==> src/rtl/cpu_pkg.sv <==
// Shared types and constants for the instruction-fetch front end.
package cpu_pkg;

    localparam int unsigned INST_W = 32;
    localparam int unsigned PC_W   = 32;

    localparam logic [INST_W-1:0] NOP = 32'h0000_0000;

    typedef enum logic [1:0] {
        RUN    = 2'd0,
        HALTED = 2'd1,
        FAULT  = 2'd2
    } state_t;

    // One fetch-queue entry: byte PC plus the instruction word read at it
    typedef struct packed {
        logic [PC_W-1:0]   pc;
        logic [INST_W-1:0] inst;
    } fetch_entry_t;

endpackage

==> src/rtl/fetch_fifo2.sv <==
// Two-entry in-order fetch queue; outputs come straight from the head register.
module fetch_fifo2
    import cpu_pkg::*;
(
    input  logic         clk,
    input  logic         rst,
    input  logic         clr,
    input  logic         push,
    input  fetch_entry_t din,
    input  logic         pop,
    output logic         valid,
    output fetch_entry_t dout,
    output logic [1:0]   count
);

    fetch_entry_t head;
    fetch_entry_t tail;
    logic [1:0]   cnt;
    logic         push_ok;
    logic         pop_ok;

    // Guard against overflow/underflow even if the caller misbehaves
    assign pop_ok  = pop & (cnt != 2'd0);
    assign push_ok = push & ((cnt != 2'd2) | pop_ok);

    always_ff @(posedge clk or posedge rst) begin
        if (rst) begin
            head <= '{pc: '0, inst: NOP};
            tail <= '{pc: '0, inst: NOP};
            cnt  <= 2'd0;
        end else if (clr) begin
            cnt <= 2'd0;
        end else begin
            case ({push_ok, pop_ok})
                2'b10: begin
                    if (cnt == 2'd0) head <= din;
                    else             tail <= din;
                    cnt <= cnt + 2'd1;
                end
                2'b01: begin
                    head <= tail;
                    cnt  <= cnt - 2'd1;
                end
                2'b11: begin
                    if (cnt == 2'd2) begin
                        head <= tail;
                        tail <= din;
                    end else begin
                        head <= din;
                    end
                end
                default: begin
                end
            endcase
        end
    end

    assign valid = (cnt != 2'd0);
    assign dout  = head;
    assign count = cnt;

endmodule

==> src/rtl/fetch_ctrl.sv <==
// Instruction-fetch sequencer: owns the PC, feeds a 2-entry queue from im and
// services redirects, halt and out-of-range faults.
module fetch_ctrl
    import cpu_pkg::*;
#(
    parameter logic [31:0] RESET_PC = 32'h0000_0000,
    parameter int unsigned NMEM     = 128,
    parameter int unsigned AW       = 7
) (
    input  logic        clk,
    input  logic        rst,
    output logic [31:0] im_addr,
    input  logic [31:0] im_data,
    output logic        inst_valid,
    input  logic        inst_ready,
    output logic [31:0] inst,
    output logic [31:0] inst_pc,
    input  logic        redirect,
    input  logic [31:0] redirect_pc,
    input  logic        halt,
    output logic        fault
);

    localparam logic [31:0] PC_LIMIT = 32'(4 * NMEM);

    state_t       state;
    state_t       state_next;
    logic [31:0]  pc;
    logic [31:0]  pc_next;
    logic [1:0]   count;
    logic         pop;
    logic         push;
    logic         pc_ok;
    logic         redirect_ok;
    fetch_entry_t push_entry;
    fetch_entry_t head;

    assign im_addr = {{(32-AW){1'b0}}, pc[AW+1:2]};

    // A redirect flushes the queue, so the head is not credited as consumed
    assign pop         = inst_valid & inst_ready & ~redirect;
    assign pc_ok       = (pc < PC_LIMIT);
    assign redirect_ok = (redirect_pc[1:0] == 2'b00) & (redirect_pc < PC_LIMIT);
    assign push        = (state == RUN) & ~halt & ~redirect & pc_ok &
                         ((count != 2'd2) | pop);
    assign push_entry  = '{pc: pc, inst: im_data};

    always_comb begin
        state_next = state;
        pc_next    = pc;
        if (redirect) begin
            if (redirect_ok) begin
                pc_next    = redirect_pc;
                state_next = halt ? HALTED : RUN;
            end else begin
                state_next = FAULT;
            end
        end else begin
            case (state)
                RUN: begin
                    if (halt)        state_next = HALTED;
                    else if (!pc_ok) state_next = FAULT;
                    else if (push)   pc_next    = pc + 32'd4;
                end
                HALTED: begin
                    if (!halt) state_next = RUN;
                end
                FAULT: begin
                end
                default: state_next = RUN;
            endcase
        end
    end

    always_ff @(posedge clk or posedge rst) begin
        if (rst) begin
            state <= RUN;
            pc    <= RESET_PC;
            fault <= 1'b0;
        end else begin
            state <= state_next;
            pc    <= pc_next;
            fault <= (state_next == FAULT);
        end
    end

    fetch_fifo2 u_fifo (
        .clk   (clk),
        .rst   (rst),
        .clr   (redirect),
        .push  (push),
        .din   (push_entry),
        .pop   (pop),
        .valid (inst_valid),
        .dout  (head),
        .count (count)
    );

    assign inst    = head.inst;
    assign inst_pc = head.pc;

endmodule
==> config.mk <==
export PLATFORM = sky130hd
export DESIGN_NAME = fetch_ctrl
export DESIGN_NICKNAME = d
export VERILOG_FILES = /design/src/rtl/cpu_pkg.sv /design/src/rtl/fetch_fifo2.sv /design/src/rtl/fetch_ctrl.sv
export SDC_FILE = /design/constraint.sdc
export NUM_CORES = 1
export LEC_CHECK = 0
export BUFFER_PORTS_ARGS = -buffer_cell sky130_fd_sc_hd__buf_2
export CORE_MARGIN = 4
export CORE_UTILIZATION = 56
export CTS_CLUSTER_SIZE = 30
export DETAILED_ROUTE_END_ITERATION = 8
export MAX_ROUTING_LAYER = met4
export PLACE_DENSITY = 0.81
export SKIP_LAST_GASP = 1
export SLEW_MARGIN = 15
export SYNTH_ARGS = -nofsm -noshare
export SYNTH_HDL_FRONTEND = slang
export SYNTH_HIERARCHICAL = 1
export SYNTH_SLANG_ARGS = --single-unit
==> constraint.sdc <==
create_clock -name clk -period 7.7 [get_ports clk]
set_input_delay 1.54 -clock clk [delete_from_list [all_inputs] [get_ports clk]]
set_output_delay 1.54 -clock clk [all_outputs]
set_load 0.03 [all_outputs]
Word level (Yosys, flattened, before mapping)
Cells that the tools add are included.

storage, ports and cells
  register bits = 165
  input bits = 69
  logic and storage cells = 73

cells by class
  add/subtract/negate cells = 3
  $lt $le $gt $ge = 2
  equal/unequal tests = 13
  mux-type cells = 21
  bitwise logic cells = 13
  reductions and logical operators = 13

operator list
  cell                                                                            number
  64-bit 2-to-1 mux                                                               4
  32-bit 2-to-1 mux                                                               6
  64-bit case mux with 3 select lines                                             1
  64-bit case mux with 2 select lines                                             1
  32-bit by 10-bit less-than comparator with 1-bit output, second input constant  2
  32-bit by 3-bit adder with 32-bit output, second input constant                 1
  2-bit 2-to-1 mux                                                                6
  2-bit equality test, second input constant                                      5
  2-bit nonzero test                                                              5
  1-bit bitwise AND                                                               9
  2-bit zero test                                                                 3
  2-bit by 1-bit inequality test with 1-bit output, second input constant         3
  2-bit inequality test, second input constant                                    3
  2-bit case mux with 3 select lines                                              1
  3-bit nonzero test                                                              2
  5-bit AND reduction                                                             1
  2-bit by 1-bit equality test with 1-bit output, second input constant           2
  2-bit case mux with 2 select lines                                              1
  4-bit AND reduction                                                             1
  3-bit AND reduction                                                             1
  2-bit by 1-bit adder with 2-bit output, second input constant                   1
  1-bit NOT                                                                       2
  1-bit OR                                                                        2
  2-bit by 1-bit subtractor with 2-bit output, second input constant              1
  1-bit 2-to-1 mux                                                                1

Depth between registers and ports, before layout
  depth in word-level cells = 10
  mapped depth = 11

Modules after synthesis
Netlist, hierarchy kept.

by module, submodules not included
  module       times used  cells each  area each (um2)  sequential area each (um2)
  fetch_fifo2  1           433         5511.5           3253.1
  fetch_ctrl   1           168         1793.0           875.8

Least setup slack after synthesis
Ideal clock, no wire load.

  kind = input to register
  from = input port halt
  to = register u_fifo/dout[0] (netlist name)
  arrival time = 3342 ps
  required time = 7576 ps
  path slack = 4233 ps
  cell stages on the path = 10
  cells stage by stage = nor4_1 -> o2111ai_2 -> nor2_2 -> or3b_1 -> a21o_1 -> buf_6 -> buf_6 -> buf_6 -> nand2_1 -> o21ai_1

between the ends
  word-level cells in the longest chain between the ends = 9

ends and longest elaborated chain
  element                                                                                           line               RTL
  start, declared                                                                                   fetch_ctrl.sv:20   input logic halt,
  1-bit NOT (*)                                                                                     fetch_ctrl.sv:44   assign push = (state == RUN) & ~halt & ~redirect & pc_ok &
  1-bit bitwise AND (*) (4 in series)                                                               fetch_ctrl.sv:44
  via push                                                                                          fetch_ctrl.sv:32   logic push;
  1-bit bitwise AND (*)                                                                             fetch_fifo2.sv:24  assign push_ok = push & ((cnt != 2'd2) | pop_ok);
  2-bit equality test or 2-bit by 1-bit equality test with 1-bit output (tied branches)             fetch_fifo2.sv:34  case ({push_ok, pop_ok})
  2-bit by 1-bit inequality test with 1-bit output (no line) or 3-bit nonzero test (tied branches)  n/a
  3-bit AND reduction (no line)                                                                     n/a

The timed path passes the listed nets; every way through them passes the cells marked *.
A chain may end at the register's enable or synchronous reset.

Worst setup path in the final report
  from = input port redirect
  to = register u_fifo/dout[62] (netlist name)

between the ends
  word-level cells in the longest chain between the ends = 8

ends and longest elaborated chain
  element                                                                                           line                                RTL
  start, declared                                                                                   fetch_ctrl.sv:18                    input logic redirect,
  1-bit NOT (no line) (*)                                                                           n/a
  1-bit bitwise AND, on equally long branches                                                       fetch_ctrl.sv:44, fetch_ctrl.sv:41
  1-bit bitwise AND or 1-bit OR (tied branches)                                                     fetch_ctrl.sv:44, fetch_ctrl.sv:45
  1-bit bitwise AND (*)                                                                             fetch_ctrl.sv:44
  via push                                                                                          fetch_ctrl.sv:32
  1-bit bitwise AND (*)                                                                             fetch_fifo2.sv:24
  2-bit equality test or 2-bit by 1-bit equality test with 1-bit output (tied branches)             fetch_fifo2.sv:34
  2-bit by 1-bit inequality test with 1-bit output (no line) or 3-bit nonzero test (tied branches)  n/a
  3-bit AND reduction (no line)                                                                     n/a

Marks and branches as above.

==> impl_metrics.toml <==
[route]
drc = 0
ant_nets = 0
wl_per_cell_um = 16.1
wirelength_mm = 14.7
via_count = 4896
first_pass_iters = 5
viasPerCell = 5.36
first_iter_violations = 374

[pwr]
fin_total_pwr_uw = 2320
vdd.ir_drop.worst_v = 0.000117
p_per_area_mw_per_mm2 = 269
power.static_leakage_uw = 0.00482

[sta]
hold_violations = 0
final.setup.tns_ps = 0
setup_viol_count_final = 0
finalMaxSlewViolations = 0
slew_headroom_pct = 27.6
timing.hold.ws_ps = 476
worstMarginPinSlew_ps = 1080
layout_min_cycle_time_ps = 4580
period_share_pct = 59.5
grt_setup_unrepaired = "no"
finClkSkew_ps = 7.53
fmax_mhz = 218

[layout]
final_core_util_pct = 68.0
layout-drive-gt1-share_pct = 31.8
antenna_cells = 0
fin_cells = 913
nNetsFinal = 798
syn2layout_area_growth_pct = 17.9

[worst_setup_path]
worstSetupEndpointType = "flop"
regToRegSetupSlack_ps = 3880
required_ps = 7970
crit_type = "input pin to flop"
crit_slowest_cell = "o21ai_4"
cp_cell_sequence = "buf_2, nor4_1, o2111ai_2, nor2_2, nor2b_1, o21ai_4, buf_4, mux2i_1, o21ai_1"
cp_slowest_stage_delay_ps = 850
crit_arrival_ps = 4860
worst-path-buf-inv = 2
worst-path-max-fanout = 39
critical-path-top-delay-family = "compound AO/OA/AOI/OAI gates"
cp-start-kind = "input pin"

[logic_synthesis]
ys_seq_area_share_pct = 56.5
yosys_most_used_dff = "dfrtp_1"
yosysWarnings = 6
synth_cells = 601
syn_area_mm2 = 0.00730
yosysTopAreaCell = "dfrtp_1"
synth_area_leaders = "dfrtp_1 (57%), mux2i_1 (8.8%), mux2_2 (6.5%), mux2_1 (4.0%), nand2_1 (3.8%)"
synth_edf_count = 0
synthDistinctLibCells = 42
synth_top_area_share_pct = 56.5
async_flop_share_pct = 100
synth_most_common_cell = "dfrtp_1"
synth_common_cells = "dfrtp_1 (165), nand2_1 (74), mux2i_1 (64), mux2_2 (42), o21ai_0 (39)"
yosys_register_bits = 165
postSynthAreaPerCell_um2 = 12.2

[global_routing]
grt_max_degree = 129
grt_usage_pct = 21.2
antenna_found_initial = 0
grt_overflow_total = 0
grt_pass1_vias = 4964
grt_pass1_wl_mm = 24.2

[cts]
cts_setup_buffers = 0
post_cts_resized = 0
insertion_delay_ps = 410
cts_root_buffer = "clkbuf_16"
cts_buffers = 17
cts_tree = "built"
clock_sinks = 165
htreeDepth = 4
ctsHoldBuffers = 0
clk_pin_slew_ps = 60
clockBufferDepth = 2

[floorplan]
ios = 167
die-area_mm2 = 0.0149
rows = 41
start_util_pct = 57.6
core_area_mm2 = 0.0127
dieWidth_um = 122
die_h_um = 122

[place]
place_congestion = 0.811
dp.cells = 880
dp_hpwl_mm = 9.71
portBuffers = 141

[status]
status = "finished, final reports clean"

[min_path]
hold_path.class = "flop to flop"

[flow_run]
maxCapViolations = 0
==> sequential cells by signal (all words and copies together) (netlist names) <==
name          count
u_fifo/dout      64
u_fifo/tail      64
pc               32
state             2
u_fifo/count      2
fault             1
==> logic make-up (layout without fill, tap and decap cells) <==
| logic type | count (synthesis) | count (layout) | share of synthesized area, % |
|---|---|---|---|
| AOI/OAI and AO/OA | 91 | 91 | 7.02 |
| adders and majority gates | 1 | 1 | 0.171 |
| buffers and inverters | 68 | 184 | 6.63 |
| DFF | 165 | 165 | 56.5 |
| muxes | 132 | 132 | 19.3 |
| other | 1 | 25 | 0.0513 |
| and+or+nand+nor | 143 | 143 | 10.3 |
==> final cells by class <==
| class | count | area [um2] |
|---|---|---|
| Clock buffer | 25 | 505 |
| Clock inverter | 7 | 165 |
| Fill cell | 929 | 4060 |
| Timing Repair Buffer | 148 | 771 |
| Multi-Input combinational cell | 392 | 2810 |
| Inverter | 4 | 17.5 |
| Tap cell | 172 | 215 |
| Sequential cell | 165 | 4130 |
==> worst paths after layout <==
kind                                      start         endpoint  cells past startpoint
max in group asynchronous                   rst  u_fifo/dout[46]                      3
min in group asynchronous                   rst            pc[1]                      3
worst max-delay path                   redirect  u_fifo/dout[62]                      9
worst max register to register           pc[17]  u_fifo/dout[62]                      8
worst min-delay path            u_fifo/dout[30]  u_fifo/dout[30]                      2
worst min register to register  u_fifo/dout[30]  u_fifo/dout[30]                      2
==> layer usage <==
layer  global-route usage (%)  share of wire, %  vias to the layer above
li1                         -                 -                     2285
met4                     7.07               1.4                        0
met3                     4.75               6.1                       24
met1                     27.9                44                     2408
met5                        -                 0                        -
met2                     33.2                48                      179
==> tightest hold or removal path: stages (launching register included) <==
cell,delay [ps]
dfrtp_1,340
nand2_1,40
o21ai_0,60
==> metrics by stage <==
step | worst slack [ps] | cell area (um2)
final | 3120 | 8610
after global routing | 2820 | 8610
after CTS | 3150 | 8590
after detailed placement | 2710 | 7920
after global placement | 2960 | 7920
after floorplan | 2690 | 7390
==> layout by cell type, fill, tap and decap left out, drive strengths merged, types with 5 or more instances in the layout <==
master	instances
o21ai	69
dfrtp	165
nor2	8
nand2	74
and2	14
a221o	5
bufinv	5
nor2b	15
mux2	68
a21oi	8
nor4	11
buf	148
conb	25
clkbuf	25
mux2i	64
==> report_power, final <==
group	switching, uW	total (uW)	internal (uW)
Combinational	265	378	113
Sequential	56.0	1000	949
Clock	318	937	620
Power figures use the tool's default switching activity.
